File: src/rtl/uart_tx.sv
// rtl/uart_tx.sv - buffered 8N1 UART transmitter; define UART_TX_PARITY_EN for an even-parity bit
module uart_tx #(
   parameter int CLKS_PER_BIT = 868,
   parameter int FIFO_DEPTH   = 16
) (
   input  logic                          clk,
   input  logic                          rst_n,
   input  logic [7:0]                    tx_data,
   input  logic                          tx_valid,
   output logic                          tx_ready,
   output logic                          tx,
   output logic                          tx_busy,
   output logic [$clog2(FIFO_DEPTH):0]   fifo_count
);

   localparam int AW = $clog2(FIFO_DEPTH);
   localparam int CW = (CLKS_PER_BIT > 2) ? $clog2(CLKS_PER_BIT) : 1;
   localparam logic [CW-1:0] CLK_LAST = CW'(CLKS_PER_BIT - 1);
   localparam logic [AW:0]   FULL_CNT = (AW+1)'(FIFO_DEPTH);

   typedef enum logic [2:0] {
      IDLE,
      START,
      DATA,
`ifdef UART_TX_PARITY_EN
      PARITY,
`endif
      STOP
   } state_t;

   state_t         state, state_n;
   logic [CW-1:0]  clk_cnt, clk_cnt_n;
   logic [2:0]     bit_cnt, bit_cnt_n;
   logic [7:0]     shreg, shreg_n;
   logic           tx_q, tx_n;

   logic [7:0]     mem [FIFO_DEPTH];
   logic [AW-1:0]  wr_ptr, rd_ptr;
   logic           push, pop, fifo_empty, clk_last;

   assign tx_ready   = (fifo_count != FULL_CNT);
   assign push       = tx_valid && tx_ready;
   assign fifo_empty = (fifo_count == '0);
   assign clk_last   = (clk_cnt == CLK_LAST);
   assign tx         = tx_q;
   assign tx_busy    = (state != IDLE);

   always_ff @(posedge clk) begin
      if (push)
         mem[wr_ptr] <= tx_data;
   end

   always_ff @(posedge clk or negedge rst_n) begin
      if (!rst_n) begin
         wr_ptr     <= '0;
         rd_ptr     <= '0;
         fifo_count <= '0;
      end else begin
         if (push)
            wr_ptr <= wr_ptr + AW'(1);
         if (pop)
            rd_ptr <= rd_ptr + AW'(1);
         if (push && !pop)
            fifo_count <= fifo_count + (AW+1)'(1);
         else if (pop && !push)
            fifo_count <= fifo_count - (AW+1)'(1);
      end
   end

   always_ff @(posedge clk or negedge rst_n) begin
      if (!rst_n) begin
         state   <= IDLE;
         clk_cnt <= '0;
         bit_cnt <= '0;
         shreg   <= '0;
         tx_q    <= 1'b1;
      end else begin
         state   <= state_n;
         clk_cnt <= clk_cnt_n;
         bit_cnt <= bit_cnt_n;
         shreg   <= shreg_n;
         tx_q    <= tx_n;
      end
   end

   always_comb begin
      state_n   = state;
      clk_cnt_n = clk_last ? '0 : clk_cnt + CW'(1);
      bit_cnt_n = bit_cnt;
      shreg_n   = shreg;
      tx_n      = tx_q;
      pop       = 1'b0;
      case (state)
         IDLE: begin
            clk_cnt_n = '0;
            tx_n      = 1'b1;
            if (!fifo_empty) begin
               pop     = 1'b1;
               shreg_n = mem[rd_ptr];
               tx_n    = 1'b0;
               state_n = START;
            end
         end
         START: begin
            if (clk_last) begin
               bit_cnt_n = '0;
               tx_n      = shreg[0];
               state_n   = DATA;
            end
         end
         DATA: begin
            if (clk_last) begin
               if (bit_cnt == 3'd7) begin
`ifdef UART_TX_PARITY_EN
                  tx_n    = ^shreg;
                  state_n = PARITY;
`else
                  tx_n    = 1'b1;
                  state_n = STOP;
`endif
               end else begin
                  bit_cnt_n = bit_cnt + 3'd1;
                  tx_n      = shreg[bit_cnt_n];
               end
            end
         end
`ifdef UART_TX_PARITY_EN
         PARITY: begin
            if (clk_last) begin
               tx_n    = 1'b1;
               state_n = STOP;
            end
         end
`endif
         STOP: begin
            if (clk_last) begin
               // Chain straight into the next start bit so queued frames have no idle gap.
               if (!fifo_empty) begin
                  pop     = 1'b1;
                  shreg_n = mem[rd_ptr];
                  tx_n    = 1'b0;
                  state_n = START;
               end else begin
                  state_n = IDLE;
               end
            end
         end
         default: begin
            tx_n    = 1'b1;
            state_n = IDLE;
         end
      endcase
   end

endmodule
File: config.mk
export PLATFORM = sky130hd
export DESIGN_NAME = uart_tx
export DESIGN_NICKNAME = d
export VERILOG_FILES = /design/src/rtl/uart_tx.sv
export SDC_FILE = /design/constraint.sdc
export NUM_CORES = 1
export LEC_CHECK = 0
export CAP_MARGIN = 20
export CORE_AREA = 2 2 134 123
export CTS_CLUSTER_DIAMETER = 30
export DETAILED_ROUTE_END_ITERATION = 16
export DIE_AREA = 0 0 136 125
export PLACE_DENSITY_LB_ADDON = 0.12
export SLEW_MARGIN = 40
export SYNTH_ARGS = -nofsm -noshare
export SYNTH_HDL_FRONTEND = slang
export SYNTH_SLANG_ARGS = --single-unit
File: constraint.sdc
create_clock -name clk -period 4.6 [get_ports clk]
set_clock_uncertainty 0.2 [all_clocks]
set_input_delay 0.92 -clock clk [delete_from_list [all_inputs] [get_ports clk]]
set_output_delay 0.92 -clock clk [all_outputs]
set_load 0.01 [all_outputs]
==> impl_results.md <==
* First-pass GRT wire length at around 21000 µm
* Initial antenna violation count at 0
* IO Port Bufs at 18
* Xor-xnor portion of the synthesized cell area at 0.0243
* DRT iter0 DRCs at between 200 and 250
* WL/cell at ~20 µm
* Share of async-settable or async-resettable flops after synthesis at 0.224
* Die Y at 125 µm
* Slack of the critical path at about 1.3 ns
* Run status: finished, final reports clean
* Peak supply drop at around 0.35 mV
* Unrepaired setup endpoints after global routing: no
* Most common library cell in the layout ignoring fill and taps: edfxtp_1
* Register Area at between 4000 and 5000 µm²
* Fin. max-slew vios at 0
* Crit end category: flop
* Pwr Total at about 3.7 mW
* Worst slew pin tran at about 0.73 ns
* Via/cell ratio at about 5.4
* CTS Hold Bufs at 0
* Clock Latency Late Sink at about 0.43 ns
* Diode count at 0
* Vias in the first global route at 3614
* Fin Hold WS at roughly 0.26 ns
* CP arrival at 3.46 ns
* Post-CTS Resized at 0
* Rows at 44
* Total track usage at 0.170
* Seq/Total Area, Yosys at 0.697
* H-tree depth at 4
* Die X at 136 µm
* Most frequent cells in the layout: edfxtp_1 (128), mux4_2 (35), dfrtp_1 (35), nand2_1 (24), nor2_1 (23)
* Critical Path RT at between 4 and 5 ns
* Compound-Gate Fraction of Synth Area at 0.0407
* Post-synth cell types at 41
* Rel. slew slack at 0.508
* #FFs+latches synth at between 150 and 200
* DRT antenna net count at 0
* Upper clock frequency limit at 299 MHz
* Num CTS Buffers at 17
* Adder-cell area share of the yosys netlist at 0.0322
* Deepest clock path buffer count at 2
* Pleak at 2.75 nW
* Startpoint Class: flop
* RD Place Congestion at roughly 0.73
* CTS tree: done
* Initial Utilization at 0.435
* Synth Flop Type: edfxtp_1
* Largest net degree at the start of global routing at 38
* Final hold vios at 0
* Boundary pin count at 19
* Clock Sinks at around 170
* DR pass1 iterations at 6
* Synth Area in Simple Gates at 0.0568
* Layout cell share with drive strength beyond 1 at 0.230
* Area occupied by multi-input gates at 1990 µm²
* Setup tns final at 0 ns
* Die area at between 15000 and 20000 µm²
* HP Class: input port to async pin
* Maxcap violations at 0
* Drt total wl at approximately 13000 µm
* Grt ovf at 0
* Mux share of post-synthesis cell area at 0.134
* Hpwl dp at 8500 µm
* Setup slack at placement at 1.13 ns
* Area of the core at approximately 16000 µm²
* Mapped Area at 6850 µm²
* Filler cells at between 1000 and 1500
* Final Cycle Share at 0.728
* CTS root buffer: clkbuf_16
* Power per cell area at 471 nW/µm²
* Setup violations, final at 0
* CP max FO at 5
* Largest family of logic cells by synthesized area: multiplexers
* Via count at roughly 3500
* Clk pin slew, worst setup/hold paths at around 0.060 ns
* Syn. warnings at 0
* Post-CTS setup repair buffer count at 0
* DRC Markers at 0
* Min Tclk post-route at 3.35 ns
* Syn Inst Count at roughly 400
* Area grow syn2layout at 15.7%
* Syn avg cell area at 17.2 µm²
* Number of flops mapped to enable cells by yosys at approximately 130
* Net Count, Synth at 426
* Worst Path Class, Setup: flop to flop
* Layout Nets at 459
flip-flops by register name, indices dropped and copies added, names as in the netlist:
name,cells
wr_ptr,4
mem,128
tx,1
shreg,8
state,2
rd_ptr,4
clk_cnt,10
fifo_count,5
bit_cnt,3
worst max-delay path: stages, from the launching register on:
cell	delay, ns
dfrtp_1	0.38
ha_1	0.21
and4bb_2	0.28
a41oi_1	0.12
nor3_1	0.58
inv_1	0.10
ha_1	0.23
inv_1	0.14
ha_1	0.29
a21o_1	0.19
a21oi_1	0.17
xnor2_1	0.13
nor2_1	0.06
xor2_1	0.14
final timing paths:
path                                      end  slack, ns        from  cells past startpoint
worst max-delay path            fifo_count[4]       1.25  clk_cnt[0]                     13
worst min register to register       shreg[5]       0.28    shreg[5]                      2
min in group clk                     shreg[5]       0.28    shreg[5]                      2
worst min-delay path               clk_cnt[7]       0.26       rst_n                      1
max in group asynchronous           rd_ptr[1]       3.59       rst_n                      1
worst max register to register  fifo_count[4]       1.25  clk_cnt[0]                     13
Yosys cell counts (4+ instances only):
library cell | instances | share of area
ha_1 | 16 | 0.029
buf_2 | 8 | 0.0058
a21oi_1 | 8 | 0.0058
nor2_1 | 30 | 0.016
o31ai_1 | 4 | 0.0044
a22o_1 | 5 | 0.0064
edfxtp_1 | 128 | 0.56
inv_1 | 8 | 0.0044
xor2_1 | 7 | 0.0090
nor3_1 | 6 | 0.0044
xnor2_1 | 12 | 0.015
dfrtp_1 | 36 | 0.13
clkbuf_1 | 6 | 0.0033
o22ai_1 | 9 | 0.0082
o21ai_0 | 9 | 0.0066
nand2_1 | 24 | 0.013
mux2_2 | 9 | 0.015
nand2b_1 | 4 | 0.0037
mux4_2 | 35 | 0.12
cell type report:
type	instances	area share
clock buffers	18	0.0542
clock inverters	14	0.0210
inverters	8	0.00379
multi-input cells	208	0.251
flip-flops and latches	165	0.602
well taps	207	0.0327
repair buffers	31	0.0347
logic make-up (layout without fill, tap and decap cells):
logic type | after synthesis | in the layout
xor gates and xnor gates | 19 | 19
adders and majority gates | 17 | 17
DFF | 165 | 165
AOI/OAI and AO/OA | 43 | 43
and+or+nand+nor | 82 | 82
buffers and inverters | 25 | 71
muxes | 47 | 47
metal layers:
| metal | part of all wire | global-route usage |
|---|---|---|
| met3 | 0.031 | 0.0438 |
| met1 | 0.46 | 0.237 |
| met5 | 0 | 0 |
| met2 | 0.50 | 0.268 |
| met4 | 0.0097 | 0.0460 |
report_power, final:
part / switching [mW] / leakage [nW] / internal, mW / total (mW)
clock network: 0.608 / 0.282 / 0.815 / 1.42
logic: 0.257 / 0.855 / 0.200 / 0.457
registers: 0.0893 / 1.61 / 1.77 / 1.86
stage by stage:
stage	cell area, µm²	cells	util
6_report	7920	651	0.503
3_3_place_gp	7310	619	0.464
2_1_floorplan	6850	398	-
3_5_place_dp	7320	619	0.465
5_1_grt	7920	651	0.503
4_1_cts	7920	651	0.503
Note: power is estimated with default switching activity, not from simulation.
